<file path="config.mk">
export PLATFORM = sky130hd
export DESIGN_NAME = fc_input_packer
export DESIGN_NICKNAME = d
export VERILOG_FILES = /design/src/rtl/fc_pkg.sv /design/src/rtl/fc_run_timer.sv /design/src/rtl/fc_input_packer.sv
export SDC_FILE = /design/constraint.sdc
export NUM_CORES = 2
export LEC_CHECK = 0
export ABC_CLOCK_PERIOD_IN_PS = 5600
export BUFFER_PORTS_ARGS = -buffer_cell sky130_fd_sc_hd__buf_2
export CAP_MARGIN = 30
export CORE_AREA = 8 8 405 407
export DETAILED_ROUTE_END_ITERATION = 10
export DIE_AREA = 0 0 413 415
export GPL_ROUTABILITY_DRIVEN = 1
export PLACE_DENSITY_LB_ADDON = 0.25
export SYNTH_ARGS = -nofsm -noshare
export SYNTH_HDL_FRONTEND = slang
export SYNTH_SLANG_ARGS = --single-unit
</file>
<file path="constraint.sdc">
create_clock -name clk -period 5.6 [get_ports clk]
set_clock_uncertainty 0.2 [all_clocks]
set_input_delay 1.12 -clock clk [delete_from_list [all_inputs] [get_ports clk]]
set_output_delay 1.12 -clock clk [all_outputs]
set_load 0.02 [all_outputs]
</file>
<file path="src/rtl/fc_pkg.sv">
// fc_pkg: state encoding and default sizes shared by the fc_input_packer and the layer it feeds.
package fc_pkg;
  typedef enum logic [1:0] {IDLE, START, RUN, DONE} state_t;
  localparam int DATA_WIDTH  = 8;
  localparam int INPUT_NODES = 128;
endpackage

</file>
<file path="src/rtl/fc_run_timer.sv">
// fc_run_timer: loadable down-counter whose terminal count marks the end of the RUN window.
module fc_run_timer #(
  parameter int WIDTH = 8
) (
  input  logic             clk,
  input  logic             reset,
  input  logic             load,
  input  logic [WIDTH-1:0] load_value,
  input  logic             en,
  output logic             tc
);
  logic [WIDTH-1:0] count;
  assign tc = count == '0;
  always_ff @(posedge clk) begin
    if (reset) count <= '0;
    else if (load) count <= load_value;
    else if (en && !tc) count <= count - 1'b1;
  end
endmodule

</file>
<file path="src/rtl/fc_input_packer.sv">
// fc_input_packer: packs a handshaked element stream into the FC layer's input vector and times the layer run.
// Define FC_PACK_ZERO_PAD_EN to let in_last end a fill early with zero-padded low slots.
module fc_input_packer
  import fc_pkg::*;
#(
  parameter int DATA_WIDTH   = fc_pkg::DATA_WIDTH,
  parameter int INPUT_NODES  = fc_pkg::INPUT_NODES,
  parameter int DRAIN_CYCLES = 4
) (
  input  logic                              clk,
  input  logic                              reset,
  input  logic [DATA_WIDTH-1:0]             in_data,
  input  logic                              in_valid,
  output logic                              in_ready,
  input  logic                              in_last,
  output logic [DATA_WIDTH*INPUT_NODES-1:0] input_fc,
  output logic                              layer_start,
  output logic                              layer_busy,
  output logic                              layer_done,
  input  logic                              done_ack,
  output logic                              short_vec
);
  localparam int CW = $clog2(INPUT_NODES + 1);
  localparam int RW = $clog2(INPUT_NODES + DRAIN_CYCLES + 1);
`ifdef FC_PACK_ZERO_PAD_EN
  localparam bit PAD_EN = 1'b1;
`else
  localparam bit PAD_EN = 1'b0;
`endif
  state_t state;
  logic [CW-1:0] cnt;
  logic [CW-1:0] slot;
  logic full, last_hit, short_q, tc;
  assign slot        = CW'(INPUT_NODES - 1) - cnt;
  assign full        = cnt == CW'(INPUT_NODES - 1);
  assign last_hit    = PAD_EN & in_last;
  assign in_ready    = state == IDLE;
  assign layer_start = state == START;
  assign layer_busy  = state == RUN;
  assign layer_done  = state == DONE;
  assign short_vec   = PAD_EN & short_q;
  // The layer consumes the top slot first, so the fill runs from slot INPUT_NODES-1 downward.
  always_ff @(posedge clk) begin
    if (reset) begin
      state    <= IDLE;
      cnt      <= '0;
      input_fc <= '0;
      short_q  <= 1'b0;
    end else begin
      case (state)
        IDLE: if (in_valid) begin
          input_fc[slot*DATA_WIDTH +: DATA_WIDTH] <= in_data;
          cnt <= cnt + 1'b1;
          if (full || last_hit) begin
            state   <= START;
            short_q <= !full;
          end
        end
        START: state <= RUN;
        RUN: if (tc) state <= DONE;
        DONE: if (done_ack) begin
          state    <= IDLE;
          cnt      <= '0;
          input_fc <= '0;
          short_q  <= 1'b0;
        end
        default: state <= IDLE;
      endcase
    end
  end
  // Loaded during START so RUN lasts exactly INPUT_NODES+DRAIN_CYCLES cycles.
  fc_run_timer #(.WIDTH(RW)) u_timer (
    .clk(clk),
    .reset(reset),
    .load(state == START),
    .load_value(RW'(INPUT_NODES + DRAIN_CYCLES - 1)),
    .en(state == RUN),
    .tc(tc)
  );
endmodule
</file>
; ---- After elaboration in Yosys (flattened, before gate mapping)
; Index checks and enable logic that the tools add are counted.
[word_totals]
regBits = 1042
latchBits = 0
ramBits = 0
rom_bits = 0
n_memories = 0
[op_classes]
addsub = 4
n_mul = 0
div_mod_pow = 0
n_lt_le_gt_ge = 0
n_eq_ne = 8
shift = 2
muxes = 14
bitwise_logic = 0
reduce_logical = 9
[op_table]
columns = cell, n
row1 = 2-to-1 mux 1024 bit, 2
row2 = case mux 1024 bit (2 select lines), 1
row3 = bitwise mux 1024 bit, 1
row4 = "variable shift 8 x 34 -> 1024 bit, first input constant", 1
row5 = indexed part select 8 x 34 -> 1024 bit, 1
row6 = negator 11 -> 34 bit, 1
row7 = 2-to-1 mux 8 bit, 4
row8 = case mux 8 bit (2 select lines), 1
row9 = "adder 8 x 1 -> 8 bit, second input constant", 1
row10 = "equality test 8 x 7 -> 1 bit, second input constant", 1
row11 = logical NOT 8 bit, 1
row12 = 2-to-1 mux 2 bit, 4
row13 = case mux 2 bit (4 select lines), 1
row14 = "subtractor 7 x 8 -> 8 bit, first input constant", 1
row15 = "subtractor 8 x 1 -> 8 bit, second input constant", 1
row16 = "equality test 2 bit, second input constant", 2
row17 = "inequality test 2 x 1 -> 1 bit, second input constant", 2
row18 = "inequality test 2 bit, second input constant", 2
row19 = AND reduction 4 bit, 1
row20 = nonzero test 2 bit, 2
row21 = AND reduction 3 bit, 1
row22 = "equality test 2 x 1 -> 1 bit, second input constant", 1
row23 = logical NOT 2 bit, 1
row24 = OR reduction 2 bit, 1
row25 = other kinds (2), 2

; ---- Depth between registers and ports, before layout
[depth]
ltp_word = 6
mapped_depth = 16

; ---- Hierarchy
; A second synthesis with hierarchy kept.
[unflattened]
hier_cells = 3238
area_unflattened_um2 = 35676.7
[modules_own_cells]
columns = module, instances, cells_per_inst, area_each_um2
row1 = fc_input_packer, 1, 3179, 35161.2
row2 = fc_run_timer, 1, 59, 515.5

; ---- Worst setup path before layout
; Ideal clock, no wire load.
[synth_path]
path_type = register -> register
startpoint = reg cnt[2]
endpoint = reg input_fc[974]
setup_ns = 0.117
arrival_time_ns = 2.766
slack_ns = 2.517
stages_incl_launch_ff = 17
n_path_buf = 6
synth_period_minus_slack_ns = 3.083
path_cell_list = dfxtp_1 -> buf_4 -> and3_1 -> buf_6 -> nand2_2 -> nor2_1 -> ha_1 -> buf_2 -> inv_1 -> or2_2 -> buf_2 -> nor2_1 -> a31o_2 -> and2_1 -> buf_4 -> buf_6 -> a22o_1
[synth_between]
elab_chain_len = 6
word_cells_on_any_way = 7
classes_between = add/sub (2) / shift (2) / mux (3)
[synth_rtl]
columns = item, line_no
row1 = "start, declared", fc_input_packer.sv:31  ; logic [CW-1:0] cnt;
row2 = "start signal, assigned", fc_input_packer.sv:53  ; cnt <= cnt + 1'b1;
row3 = subtractor 7 x 8 -> 8 bit (*), fc_input_packer.sv:34  ; assign slot = CW'(INPUT_NODES - 1) - cnt;
row4 = negator 11 -> 34 bit (*), fc_input_packer.sv:52  ; input_fc[slot*DATA_WIDTH +: DATA_WIDTH] <= in_data;
row5 = indexed part select 8 x 34 -> 1024 bit or variable shift 8 x 34 -> 1024 bit (tied branches), fc_input_packer.sv:52
row6 = bitwise mux 1024 bit (*), fc_input_packer.sv:52
row7 = 2-to-1 mux 1024 bit (*), fc_input_packer.sv:51  ; IDLE: if (in_valid) begin
row8 = case mux 1024 bit (2 select lines) (*), fc_input_packer.sv:50  ; case (state)
row9 = "end signal, assigned by index", fc_input_packer.sv:52
row10 = "end, declared", fc_input_packer.sv:16  ; output logic [DATA_WIDTH*INPUT_NODES-1:0] input_fc,
; Every way passes the cells marked *; elsewhere a longest branch is shown, timed or not. The select of a mux whose other input is x is not followed.
; A chain may end at the register's enable or synchronous reset.

; ---- Final worst setup path
[layout_path]
startpoint = reg cnt[2]
endpoint = reg input_fc[653]
; The elaborated chain is that of the path after synthesis.

==> impl_metrics.toml <==
[logic_synthesis]
synth.distinct_cells = 83
netlist_instances = 3043
yosys.area.top_type = "dfxtp_1"
synth-edff-count = 0
synth_ff_type = "dfxtp_1"
synth_warnings = 0
synth_nets = 3065
ys_ff_latch = 1042
synth_top_cell_area_share_pct = 58.8
synthArstFlopShare_pct = 0
synth.area.top_cells = "dfxtp_1 59%, a22o_1 15%, o2bb2ai_1 5.4%"
synth_seq_area_share_pct = 58.8
netlist_area_um2 = 35500
syn_avg_cell_area_um2 = 11.7

[power_and_ir_drop]
p_per_area_nw_per_um2 = 340
p_int_mw = 12.2
seq_power_share_pct = 46.0
peakVddDrop_mv = 0.203
p_clk_share_pct = 49.1
swShare_pct = 24.7
leakage_nw = 20.7
comb_power_share_pct = 4.9
p_sw_mw = 3.99

[floorplanning]
io-pin-count = 1042
die_h_um = 415
start_util_pct = 22.5
rows = 146
core-area_um2 = 157000
dieWidth_um = 413
die_area_um2 = 171000

[final_layout]
final_common_cell = "dfxtp_1"
finish.utilization_pct = 30.2
nets = 4172
area_delta_synth_final_pct = 34.0
fill_cells = 16500
layout_common_cells = "1042 x dfxtp_1, 1039 x buf_2, 607 x a22o_1"
drive_gt1_share_pct = 36.4
fin_cells = 6319

[setup_path]
path_max_fanout = 19
critPathArrivalTime_ns = 5.62
worstSetupStartpointType = "flop"
crit_type = "flop to flop"
crit_path_end_kind = "flop"
critPathRequiredTime_ns = 6.08

[place]
dp.cells = 6104
gp_routability_congestion = 0.865
hpwl_mm = 160
port_buffers = 1039

[timing]
rsz0062_at_grt = "no"
worst_pin_slew_ns = 1.13
finalSetupTns_ns = 0
hold_violations = 0
slew_violations = 0
max_freq_ghz = 0.194
setup_viol_count_final = 0
period_share_pct = 91.8
fin_crit_ns = 5.14
slew_headroom_pct = 24.0

[route]
remaining_drc_errors = 0
wl_per_cell_um = 33.0
routed_wl_mm = 209
vias_per_cell = 5.04
first_iter_violations = 2677
vias = 31800
ant_nets = 0
drtPass1Iterations = 7

[hold_path]
hp-class = "flop to flop"

[outcome]
status = "finished, final reports clean"

[clocking]
clock-sinks = 1042
clockBufferDepth = 3
cts_setup_buffers = 0
htreeDepth = 3
cts-root-buf = "clkbuf_16"
tritoncts = "done"
numCtsBuffers = 114
insertion_delay_ns = 0.74
cts_resized = 0
clkTransAtPathRegs_ns = 0.08
holdBufCountCts = 0

[global_route]
grt_pass1_wl_mm = 277
grt_max_degree = 43
grt_util_all_layers_pct = 23.0
overflow = 0
grt_pass1_vias = 30800
antenna_found_initial = 9

[run]
cap_violations = 0
-- state kept, by name, summed over array words and instances (netlist names) --
name and count:
cnt 8, input_fc 1024, state 2, u_timer.count 8
-- through the flow --
stage | total power [mW] | hold slack [ns] | setup slack, ns | instance area, µm²
after floorplan | 7.96 | 0.285 | 2.52 | 35500
after global placement | 8.39 | 0.232 | 0.684 | 43400
after detailed placement | 8.40 | 0.238 | 0.643 | 43500
after CTS | 16.4 | 0.248 | 0.565 | 47500
after global routing | 16.7 | 0.262 | 0.265 | 47500
final | 16.2 | 0.249 | 0.457 | 47500
-- power by group through the flow --
stage	Clock (mW)	Combinational, mW	Sequential (mW)
4_1_cts	8.13	0.803	7.43
5_1_grt	8.41	0.829	7.43
3_3_place_gp	0	0.791	7.60
3_5_place_dp	0	0.801	7.60
6_report	7.94	0.791	7.43
2_1_floorplan	0	0.355	7.61
-- worst max-delay path, cell delays in order (launching register included) --
cell and delay [ns]:
dfxtp_1 0.76, and3_1 0.26, buf_4 0.24, nand2_2 0.14, nor2_1 0.17, ha_1 0.40, inv_1 0.39, or2_2 0.52
nor2_1 0.78, nand2_1 0.24, nor2_1 0.72, a22o_1 0.23
-- per-layer routing --
layer / vias to the layer above / GRT usage, % / part of all wire [%]
li1: 14000 / - / -
met2: 1385 / 37.6 / 46
met5: - / 0 / 0
met1: 16100 / 28.6 / 42
met4: 0 / 9.32 / 4.4
met3: 331 / 6.01 / 7.7
-- layout make-up --
type	instances	area [µm²]	area share, %
inverter	17	63.8	0.134
sequential	1042	20900	43.9
clock inverter	44	608	1.28
tap	2072	2590	5.46
antenna	3	7.51	0.0158
multi-input combinational	1794	13700	28.9
clock buffer	166	3340	7.03
timing repair buffer	1181	6290	13.2
-- logic make-up after synthesis --
family,synth area share [%]
adders and majority gates,0.317
muxes,0.176
xor gates and xnor gates,0.342
AOI/OAI and AO/OA,29.4
other,0.0106
buffers and inverters,2.82
and+or+nand+nor,8.11
DFF,58.8
-- final timing paths --
check | startpoint | endpoint | slack, ns | cells after the start
max | cnt[2]$_SDFFE_PP0P_ | input_fc[653]$_SDFFE_PP0P_ | 0.46 | 11
min reg2reg | input_fc[7]$_SDFFE_PP0P_ | input_fc[7]$_SDFFE_PP0P_ | 0.25 | 2
max reg2reg | cnt[2]$_SDFFE_PP0P_ | input_fc[653]$_SDFFE_PP0P_ | 0.46 | 11
min | input_fc[7]$_SDFFE_PP0P_ | input_fc[7]$_SDFFE_PP0P_ | 0.25 | 2
-- Yosys cell counts, types with 14 or more instances --
cell / number
dfxtp_1: 1042
a22o_1: 607
o2bb2ai_1: 217
nor2_1: 177
nand2_1: 165
a32o_1: 143
clkbuf_1: 96
o21ai_0: 54
buf_2: 52
a21oi_2: 49
a21oi_1: 39
nor3_1: 36
nand3_1: 32
buf_4: 24
nor2_2: 22
and3_1: 21
nor3_2: 20
inv_1: 16
a31oi_2: 14
Note: power is estimated with default switching activity, not from simulation.
